### config.mk
export PLATFORM = sky130hd
export DESIGN_NAME = adc_period_meter
export DESIGN_NICKNAME = d
export VERILOG_FILES = /design/src/rtl/fpga_awg_pkg.sv /design/src/rtl/hyst_cmp.sv /design/src/rtl/adc_period_meter.sv
export SDC_FILE = /design/constraint.sdc
export NUM_CORES = 1
export LEC_CHECK = 0
export ABC_AREA = 1
export CELL_PAD_IN_SITES_DETAIL_PLACEMENT = 0
export CELL_PAD_IN_SITES_GLOBAL_PLACEMENT = 1
export CORE_UTILIZATION = 28
export DETAILED_ROUTE_END_ITERATION = 6
export HOLD_SLACK_MARGIN = 0.08
export PLACE_DENSITY_LB_ADDON = 0.1
export SLEW_MARGIN = 0
export SYNTH_ARGS = -nofsm -noshare
export SYNTH_HDL_FRONTEND = slang
export SYNTH_SLANG_ARGS = --single-unit
### constraint.sdc
create_clock -name clk -period 4.49 [get_ports clk]
set_clock_uncertainty 0.2 [all_clocks]
set_input_delay 0.449 -clock clk [delete_from_list [all_inputs] [get_ports clk]]
set_output_delay 0.449 -clock clk [all_outputs]
set_load 0.05 [all_outputs]
### src/rtl/fpga_awg_pkg.sv
// fpga_awg_pkg: shared constants and state types for the AWG and measurement blocks
package fpga_awg_pkg;
    localparam int DATA_W    = 14;
    localparam int MID_SCALE = 1 << (DATA_W - 1);
    typedef enum logic [1:0] {IDLE, ARM, MEAS} meter_state_t;
    typedef enum logic {LO, HI} hs_t;
endpackage

### src/rtl/hyst_cmp.sv
// hyst_cmp: registered midscale comparator with hysteresis and rising-crossing pulse
module hyst_cmp #(
    parameter int DATA_W = 14,
    parameter int HYST   = 64
) (
    input  logic              clk,
    input  logic              rst_n,
    input  logic [DATA_W-1:0] adc_data,
    output logic [DATA_W-1:0] s_q,
    output logic              rise
);
    import fpga_awg_pkg::*;
    localparam int MID = 1 << (DATA_W - 1);
    localparam logic [DATA_W-1:0] HI_TH = DATA_W'(MID + HYST);
    localparam logic [DATA_W-1:0] LO_TH = DATA_W'(MID - HYST);
    hs_t  hs, hs_nx;
    logic above, below;
    // threshold tests on the registered sample; hs holds while inside the band
    always_comb begin
        above = s_q >= HI_TH;
        below = s_q <= LO_TH;
        hs_nx = above ? HI : below ? LO : hs;
        rise  = (hs == LO) && above;
    end
    // input sample register and comparator state
    always_ff @(posedge clk or negedge rst_n) begin
        if (!rst_n) begin
            s_q <= '0;
            hs  <= LO;
        end else begin
            s_q <= adc_data;
            hs  <= hs_nx;
        end
    end
endmodule

### src/rtl/adc_period_meter.sv
// adc_period_meter: period (clk cycles) and peak-to-peak measurement of ADC samples.
// Define ADC_PERIOD_METER_AVG4_EN to report the mean of four consecutive periods.
module adc_period_meter #(
    parameter int DATA_W = 14,
    parameter int HYST   = 64,
    parameter int CNT_W  = 24
) (
    input  logic              clk,
    input  logic              rst_n,
    input  logic              en,
    input  logic [DATA_W-1:0] adc_data,
    output logic [CNT_W-1:0]  period,
    output logic [DATA_W-1:0] vpp,
    output logic              meas_valid,
    output logic              timeout
);
    import fpga_awg_pkg::*;
    logic [DATA_W-1:0] s_q, mx, mn, mx_nx, mn_nx;
    logic              rise, cnt_full;
    logic [CNT_W-1:0]  cnt;
    meter_state_t      state, state_nx;
`ifdef ADC_PERIOD_METER_AVG4_EN
    logic [CNT_W+1:0]  sum, sum_nx;
    logic [1:0]        sub;
    logic [DATA_W-1:0] amx, amn, amx_nx, amn_nx;
`endif

    hyst_cmp #(.DATA_W(DATA_W), .HYST(HYST)) u_cmp (
        .clk      (clk),
        .rst_n    (rst_n),
        .adc_data (adc_data),
        .s_q      (s_q),
        .rise     (rise)
    );

    // next state; a rise always wins over the counter-full timeout
    always_comb begin
        cnt_full = &cnt;
        mx_nx    = (s_q > mx) ? s_q : mx;
        mn_nx    = (s_q < mn) ? s_q : mn;
        state_nx = !en ? IDLE :
                   (state == IDLE) ? ARM :
                   rise ? MEAS :
                   (state == MEAS && cnt_full) ? ARM : state;
    end

`ifdef ADC_PERIOD_METER_AVG4_EN
    // running sum and extremes across the four periods being averaged
    always_comb begin
        sum_nx = sum + (CNT_W+2)'(cnt);
        amx_nx = (sub == 2'd0 || mx > amx) ? mx : amx;
        amn_nx = (sub == 2'd0 || mn < amn) ? mn : amn;
    end
`endif

    // state register
    always_ff @(posedge clk or negedge rst_n) begin
        if (!rst_n)
            state <= IDLE;
        else
            state <= state_nx;
    end

    // counter, extremes and reported results; pulses default low each cycle
    always_ff @(posedge clk or negedge rst_n) begin
        if (!rst_n) begin
            cnt        <= '0;
            mx         <= '0;
            mn         <= '0;
            period     <= '0;
            vpp        <= '0;
            meas_valid <= 1'b0;
            timeout    <= 1'b0;
`ifdef ADC_PERIOD_METER_AVG4_EN
            sum        <= '0;
            sub        <= '0;
            amx        <= '0;
            amn        <= '0;
`endif
        end else begin
            meas_valid <= 1'b0;
            timeout    <= 1'b0;
            if (!en || state == IDLE) begin
                cnt <= '0;
`ifdef ADC_PERIOD_METER_AVG4_EN
                sum <= '0;
                sub <= '0;
`endif
            end else if (rise) begin
                cnt <= CNT_W'(1);
                mx  <= s_q;
                mn  <= s_q;
                if (state == MEAS) begin
`ifdef ADC_PERIOD_METER_AVG4_EN
                    if (sub == 2'd3) begin
                        period     <= sum_nx[CNT_W+1:2];
                        vpp        <= amx_nx - amn_nx;
                        meas_valid <= 1'b1;
                        sum        <= '0;
                        sub        <= '0;
                    end else begin
                        sum <= sum_nx;
                        sub <= sub + 2'd1;
                        amx <= amx_nx;
                        amn <= amn_nx;
                    end
`else
                    period     <= cnt;
                    vpp        <= mx - mn;
                    meas_valid <= 1'b1;
`endif
                end
            end else if (state == MEAS) begin
                if (cnt_full) begin
                    timeout <= 1'b1;
`ifdef ADC_PERIOD_METER_AVG4_EN
                    sum     <= '0;
                    sub     <= '0;
`endif
                end else begin
                    cnt <= cnt + CNT_W'(1);
                    mx  <= mx_nx;
                    mn  <= mn_nx;
                end
            end
        end
    end
endmodule
## Word-level counts from Yosys, hierarchy flattened

Cells that the tools add are included.

- Bits in latches: 0
- Bits of input ports: 17
- Word-level logic and storage cells: 62
- Output and inout port bits: 40
- Memories kept: 0
- Register bits after elaboration: 109
- Bits in writable memories: 0
- Bits in read-only memories: 0

- Multiplexer cells: 25
- Reductions and logical operators: 15
- Equal/unequal tests: 4
- Add/subtract/negate cells: 2
- Bitwise gates (word level): 2
- $lt $le $gt $ge: 4
- Div/mod/pow operators: 0
- $mul: 0
- Shifts and indexed selects: 0

Operators with widths:

| kind | number |
|---|---|
| 14-bit two-way mux | 8 |
| 24-bit two-way mux | 4 |
| 24-bit by 1-bit adder with 24-bit output (second input constant) | 1 |
| 24-bit AND reduction | 1 |
| 14-bit greater-or-equal comparator (second input constant) | 1 |
| 14-bit > comparator | 1 |
| 14-bit by 13-bit <= comparator with 1-bit output (second input constant) | 1 |
| 14-bit < comparator | 1 |
| 14-bit subtractor | 1 |
| 1-bit two-way mux | 9 |
| 2-bit two-way mux | 4 |
| 4-bit AND reduction | 2 |
| 2-bit nonzero test | 4 |
| 4-bit by 1-bit inequality test with 1-bit output (second input constant) | 1 |
| 3-bit by 2-bit inequality test with 1-bit output (second input constant) | 1 |
| 3-bit AND reduction | 1 |
| 3-bit nonzero test | 1 |
| 2-bit == test (second input constant) | 1 |
| 1-bit logical AND | 2 |
| 2-bit logical NOT | 1 |
| 2-bit inequality test (second input constant) | 1 |
| 1-bit inverter | 2 |
| 2-bit AND reduction | 1 |
| 1-bit logical NOT | 1 |
| 1-bit logical OR | 1 |

## Depth between registers and ports, before layout

Gate-level depths: netlist of run 1.

- Depth after elaboration: 6
- Mapped depth: 15
- Depth with buffers taken out: 14

## Cells and area by module

Synthesis of run 1 repeated with hierarchy kept, for this count alone.

- Cell total of the unflattened synthesis: 810
- Area, all modules: 6322.3 um^2

Modules (own cells, without submodules):

| module | instances | cells an instance | sequential area each (um^2) | area an instance (um^2) |
|---|---|---|---|---|
| adc_period_meter | 1 | 766 | 2352.3 | 5831.8 |
| hyst_cmp | 1 | 44 | 375.4 | 490.5 |

## Worst setup path after synthesis of run 1

OpenSTA, ideal clock, no wires.

- Path type: register to register
- From: register mx[0]
- To: register vpp[12]
- Setup time: 118 ps
- Path slack: 2398 ps
- Data arrival time: 1774 ps
- Clock period less this slack: 2092 ps
- Buffers on the path: 0
- Cell stages (with the launch flop): 12
- Required time: 4172 ps
- Cells stage by stage: dfrtp_1 > inv_1 > ha_1 > fa_1 > o21ai_0 > nand3_1 > nand2_1 > nand2_1 > nand2_1 > nand2_1 > nand3_1 > nand2_1

- Word-level cells in the longest chain between the ends: 1

RTL lines:

| what | RTL line | text |
|---|---|---|
| start: declaration | adc_period_meter.sv:18 | `logic [DATA_W-1:0] s_q, mx, mn, mx_nx, mn_nx;` |
| start signal: assignment | adc_period_meter.sv:91 | `mx <= s_q;` |
| start signal: assignment | adc_period_meter.sv:122 | `mx <= mx_nx;` |
| 14-bit subtractor | adc_period_meter.sv:109 | `vpp <= mx - mn;` |
| end signal: assignment | adc_period_meter.sv:109 |  |
| end: declaration | adc_period_meter.sv:13 | `output logic [DATA_W-1:0] vpp,` |

Every way passes these cells.
A chain may end at the register's enable or synchronous reset.

## Final worst setup path of run 1

- From: register u_cmp.s_q[10]
- To: register period[3]

- Word-level cells in the longest chain between the ends: 3

RTL lines:

| what | RTL line | text |
|---|---|---|
| start: declaration | hyst_cmp.sv:9 | `output logic [DATA_W-1:0] s_q,` |
| start signal: assignment | hyst_cmp.sv:31 | `s_q <= adc_data;` |
| 14-bit greater-or-equal comparator | hyst_cmp.sv:20 | `above = s_q >= HI_TH;` |
| 1-bit logical AND | hyst_cmp.sv:23 | `rise = (hs == LO) && above;` |
| 3-bit AND reduction (no line) | n/a |  |
| end signal: assignment | adc_period_meter.sv:108 | `period <= cnt;` |
| end: declaration | adc_period_meter.sv:12 | `output logic [CNT_W-1:0] period,` |

Every way passes these cells.

==> reports/results.ini, run 1 <==
[outcome]
outcome=finished, final reports clean

[placed_design]
hpwl_um=13200
io_buffers=56
gp_congestion=0.850

[floorplan]
die_h_um=153
fp.dieW_um=153
io_pins=57
fp.dieArea_um2=23500
rows=54
core_um2=22100
initial_core_util_pct=29.0

[global_route]
grt_max_degree=68
antenna_found_initial=0
grt_pass1_wl_um=28600
grt-ovfl-total=0
grt_pass1_vias=5310
grtUsageTotal_pct=15.6

[clock_network]
root_buffer=clkbuf_16
clock_sinks=109
clk_transition_reported_paths_ps=80
cts_tree=yes
htree_levels=3
clock_latency_ps=360
clock_path_buffers=2
cts_setup_buffers=0
cts_buffers=9

[setup_path]
rr_worst_depth=11
critPathCaptureType=flip-flop
startpoint_type=flip-flop
path_class=flip-flop to flip-flop
r2r_slack_ps=1500
path_max_fanout=67
cp.required_ps=4510
arrival_ps=3010

[route]
drtIter0Drc=332
remaining_drc_errors=0
detail_route.vias_per_cell=4.59
wl_um=17100
first_pass_iters=5
wl_per_cell_um=14.9
vias=5283
ant_nets=0

[timing]
worstMarginPinSlew_ps=1070
relSlewSlack_pct=28.8
fmax_ghz=0.335
finalCritPeriodShare_pct=66.6
min_period_ps=2990
hold_viol=0
setup_violations=0
drv_slew=0
grt_setup_unrepaired=false
tns_ps=0

[synthesis]
synth.distinct_cells=40
yosysWarnings=0
ys_seq_elements=109
async_flop_share_pct=100
synth_edf_count=0
syn_nets=877
syn_area_um2=6400
avgSynthCellArea_um2=7.82
synth_seq_area_share_pct=42.6
ys.flop_type=dfrtp_1
syn_inst=818

[final_layout]
area_growth_pct=16.7
diodes=0
final_core_util_pct=33.8
drive_above_1_share_pct=6.20
finalNetCount=925

[min_path]
hold_path.class=flip-flop to flip-flop
hold_depth=2

[pwr]
leakage_nw=3.55
ir_drop_v=0.000185
p_per_area_nw_per_um2=530

[job]
cap_viol_max_count=0

-- stage by stage --
stage | instance area [µm²] | hold slack, ps | setup slack [ps] | total power, mW | instances
2_1_floorplan | 6400 | -46.6 | 2400 | 2.62 | 818
3_3_place_gp | 7150 | 252 | 1270 | 3.13 | 1134
3_5_place_dp | 7150 | 253 | 1180 | 3.15 | 1134
4_1_cts | 7470 | 282 | 1380 | 4.01 | 1151
5_1_grt | 7470 | 305 | 1090 | 4.30 | 1151
6_report | 7470 | 276 | 1500 | 3.96 | 1151
-- state kept, by name, summed over array words and instances, names as in the netlist --
name / cells
cnt: 24
u_cmp.s_q: 14
timeout: 1
mn: 14
mx: 14
meas_valid: 1
period: 24
state: 2
vpp: 14
u_cmp.hs: 1
-- critical path, cell delays in order, from the launching register on --
cell      delay [ps]
dfrtp_1          500
inv_1             70
nand2_1           60
nor2_1            40
nand2_2          100
nand3_4          210
clkinv_4         180
nand2_4          160
nor2_2           450
inv_2            530
nand2_1          230
o21ai_2           70
-- path summary, 6_finish.rpt --
path	endpoint	startpoint
min reg2reg	period[10]$_DFFE_PN0P_	period[10]$_DFFE_PN0P_
max	period[3]$_DFFE_PN0P_	u_cmp.s_q[10]$_DFF_PN0_
min	period[10]$_DFFE_PN0P_	period[10]$_DFFE_PN0P_
max reg2reg	period[3]$_DFFE_PN0P_	u_cmp.s_q[10]$_DFF_PN0_
min in group asynchronous	vpp[9]$_DFFE_PN0P_	rst_n
max in group asynchronous	cnt[22]$_DFFE_PN0P_	rst_n
-- cells in the mapped netlist (all sizes together), types with 3 or more instances --
cell	n	area (µm²)
nor3	8	40.0
xor2	14	123
dfrtp	109	2730
buf	18	153
nand4	27	169
clkbuf	4	15.0
nand2	248	983
nor2	76	324
nand3b	3	22.5
nand3	70	373
xnor2	3	26.3
ha	41	513
inv	107	402
o21ai	58	313
a21oi	20	100
-- routing by layer --
metal	vias up	GRT usage [%]	part of all wire, %
met3	17	1.90	3.0
li1	2730	-	-
met1	2448	23.3	54
met2	88	22.9	42
met5	-	0	0
met4	0	5.00	1.4
-- repair_timing --
action	4_1_cts	5_1_grt
hold buffers	1	0
resized for setup	0	0
hold endpoints to repair	37	0
-- final cells by class --
class	count	area (µm²)
clock buffer	10	239
clock inverter	6	62.6
fill	2333	14600
inverter	109	428
multi-input combinational	578	3080
sequential	109	2730
tap	280	350
timing repair buffer	59	583
-- cell usage in the layout, fill, tap and decap left out, types with 6 or more instances in the layout --
cell             count
a21oi_1             20
clkbuf_16            9
clkdlybuf4s50_1     55
dfrtp_1            109
ha_1                41
inv_1               99
inv_2                8
nand2_1            239
nand2_4              6
nand3_1             67
nand4_1             27
nor2_1              70
nor3_1               8
o21ai_0             27
o21ai_1             25
o21ai_2              6
xor2_1              14
-- kinds of logic after synthesis --
logic type / synth area share (%)
buf+inv: 9.31
xor+xnor: 2.33
compound gates: 7.22
simple gates: 30.2
flops: 42.6
fa+ha+maj: 8.33
-- report_power, final --
group          total [mW]  internal, mW  switching [mW]  leakage, nW
clock               0.838         0.448           0.390        0.152
combinational        1.81         0.635            1.17         1.95
sequential           1.31          1.15           0.159         1.45
Power figures use the tool's default switching activity.
==> run 2: changes to the inputs <==
==> constraint.sdc (replaced) <==
create_clock -name clk -period 2.9 [get_ports clk]
set_clock_uncertainty 0.2 [all_clocks]
set_input_delay 0.29 -clock clk [delete_from_list [all_inputs] [get_ports clk]]
set_output_delay 0.29 -clock clk [all_outputs]
set_load 0.05 [all_outputs]
==> run 2 against run 1 <==
Die area stayed put. Via count is 2.8% higher. Global-route usage up 0.44 points. Sequential cell count stayed put. Wire length grew 4.0%. Total power grew 54%. Utilization increased by 0.27 points. Register-to-register slack worse by 1200 ps. Clock power is 44% higher. Clock-buffer cell count rose by 3. Highest routed layer unchanged.
==> reports/results.ini, run 2 (same netlist as run 1, synthesis figures left out) <==
[timing]
hold_viol=0  ; unchanged
grt_setup_unrepaired=false
finalCritPeriodShare_pct=89.0  ; +22 points
drv_slew=0  ; unchanged
setup_violations=0  ; unchanged
fmax_ghz=0.387  ; +16%
min_period_ps=2580  ; -406 ps
worstMarginPinSlew_ps=1150  ; +81.7 ps
tns_ps=0  ; unchanged
relSlewSlack_pct=23.4  ; -5.4 points

[global_route]
grtUsageTotal_pct=16.0  ; +0.44 points
grt_pass1_vias=5304  ; -0.11%
grt_pass1_wl_um=29200  ; +2.3%
antenna_found_initial=0  ; unchanged
grt-ovfl-total=0  ; unchanged
grt_max_degree=68  ; unchanged

[setup_path]
startpoint_type=flip-flop
cpMaxStageDelayCell=inv_2
path_max_fanout=67  ; unchanged
crit_family=buffers and inverters
cpPeakStageDelay_ps=770  ; +240 ps
path_buf_inv=3  ; unchanged
arrival_ps=2560  ; -450 ps
cp.depth=10  ; -1
path_class=flip-flop to flip-flop
cp.required_ps=2880  ; -1630 ps
critPathCaptureType=flip-flop
rr_worst_depth=10  ; -1
worstPathCellList=inv_1 -> nand2_1 -> nor2_1 -> nand2_2 -> nand3_4 -> clkinv_4 -> nand2_4 -> nor2_2 -> inv_2 -> o21ai_0

[clock_network]
cts_tree=yes
root_buffer=clkbuf_16
cts_buffers=9  ; unchanged
htree_levels=3  ; unchanged
clock_path_buffers=2  ; unchanged
clock_latency_ps=350  ; about the same
cts_setup_buffers=0  ; unchanged
clk_transition_reported_paths_ps=70  ; about the same
clock_sinks=109  ; unchanged

[final_layout]
mostFrequentLayoutCell=nand2_1
area_growth_pct=17.6
reg_top3=cnt (24), period (24)
final_core_util_pct=34.1  ; +0.27 points
diodes=0  ; unchanged
drive_above_1_share_pct=6.93  ; +0.73 points
final_cell_mix=nand2_1 (239), dfrtp_1 (109), inv_1 (99), nor2_1 (70), nand3_1 (67)
finalNetCount=934  ; +0.97%

[min_path]
hold_path.class=input port to flip-flop
hold_depth=1  ; -1

[job]
cap_viol_max_count=0  ; unchanged

[floorplan]
initial_core_util_pct=29.0  ; unchanged
core_um2=22100  ; unchanged
rows=54  ; unchanged
fp.dieArea_um2=23500  ; unchanged
die_h_um=153  ; unchanged
io_pins=57  ; unchanged
fp.dieW_um=153  ; unchanged

[route]
remaining_drc_errors=0  ; unchanged
detail_route.vias_per_cell=4.68  ; +2.0%
drtIter0Drc=229  ; -31%
wl_per_cell_um=15.3  ; +3.2%
vias=5429  ; +2.8%
first_pass_iters=5  ; unchanged
wl_um=17800  ; +4.0%
ant_nets=0  ; unchanged

[outcome]
outcome=finished, final reports clean

[pwr]
leakage_nw=3.58  ; +0.78%
p_per_area_nw_per_um2=810  ; +53%
ir_drop_v=0.000296  ; +60%

[placed_design]
gp_congestion=0.811  ; -4.5%
io_buffers=56  ; unchanged
hpwl_um=13500  ; +2.6%

==> run 2: changes by cell type in the layout (fill, tap and decap cells not counted), sizes merged <==
cell	previous run	this run
bufinv	2	1
clkbuf	10	13
clkinvlp	0	2
clkinv	6	2
buf	3	12
==> run 2: metrics by stage <==
stage	hold slack [ps]	instance area, µm²	power, mW	instances	setup slack, ps
after CTS	150	7520	6.18	1160	246
after floorplan	-206	6400	4.06	818	808
final	165	7520	6.09	1160	318
after global placement	140	7230	4.90	1143	283
after global routing	149	7520	6.66	1160	32.2
after detailed placement	148	7230	4.92	1143	110
==> run 2: repair_timing <==
action	in CTS	in global routing
hold buffers	1	0
gates resized for setup	0	0
endpoints found under the hold margin	40	0
==> run 2: worst paths after layout <==
check                                             start                       to  slack, ps
worst max-delay path            u_cmp.s_q[10]$_DFF_PN0_    period[9]$_DFFE_PN0P_        320
worst min-delay path                       adc_data[12]  u_cmp.s_q[12]$_DFF_PN0_        170
worst max register to register  u_cmp.s_q[10]$_DFF_PN0_    period[9]$_DFFE_PN0P_        320
worst min register to register   period[21]$_DFFE_PN0P_   period[21]$_DFFE_PN0P_        280
max in group asynchronous                         rst_n      cnt[16]$_DFFE_PN0P_       1450
min in group asynchronous                         rst_n      vpp[13]$_DFFE_PN0P_        290
==> run 2: final cells by class <==
cell class / instances / area (µm²)
fill: 2366 / 14600
multi-input combinational: 578 / 3080
sequential: 109 / 2730
timing repair buffer: 68 / 663
inverter: 109 / 428
tap: 280 / 350
clock buffer: 13 / 260
clock inverter: 3 / 20.0
==> run 2: report_power, final <==
part           switching, mW  internal [mW]  total [mW]
combinational           1.86           1.00        2.87
sequential             0.235           1.78        2.02
clock                  0.578          0.631        1.21
total                   2.67           3.42        6.09
==> run 2: worst register-to-register path, stage by stage, from the launching register on <==
cell      delay, ps
dfrtp_1         480
inv_1            80
nand2_1          50
nor2_1          110
nand2_2          90
nand3_4         100
clkinv_4        130
nand2_4          90
nor2_2           40
inv_2           770
o21ai_0         280
==> run 2: routing by layer <==
| metal | global-route usage (%) | share of wire, % | up-vias |
|---|---|---|---|
| met3 | 1.98 | 3.8 | 16 |
| met1 | 24.0 | 53 | 2548 |
| li1 | - | - | 2745 |
| met4 | 4.81 | 1.6 | 0 |
| met5 | 0 | 0 | - |
| met2 | 23.7 | 41 | 120 |
==> run 3: changes to the inputs <==
==> constraint.sdc (replaced) <==
create_clock -name clk -period 2.9 [get_ports clk]
set_clock_uncertainty 0.2 [all_clocks]
set_input_delay 0.29 -clock clk [delete_from_list [all_inputs] [get_ports clk]]
set_output_delay 0.29 -clock clk [all_outputs]
set_load 0.01 [all_outputs]
==> results of run 3 <==
The final DEF is identical to that of run 2. Status: finished, final reports clean.
Among the figures that moved: total power 6.09 mW -> 5.83 mW; worst IR drop on VDD 0.000296 V -> 0.000295 V
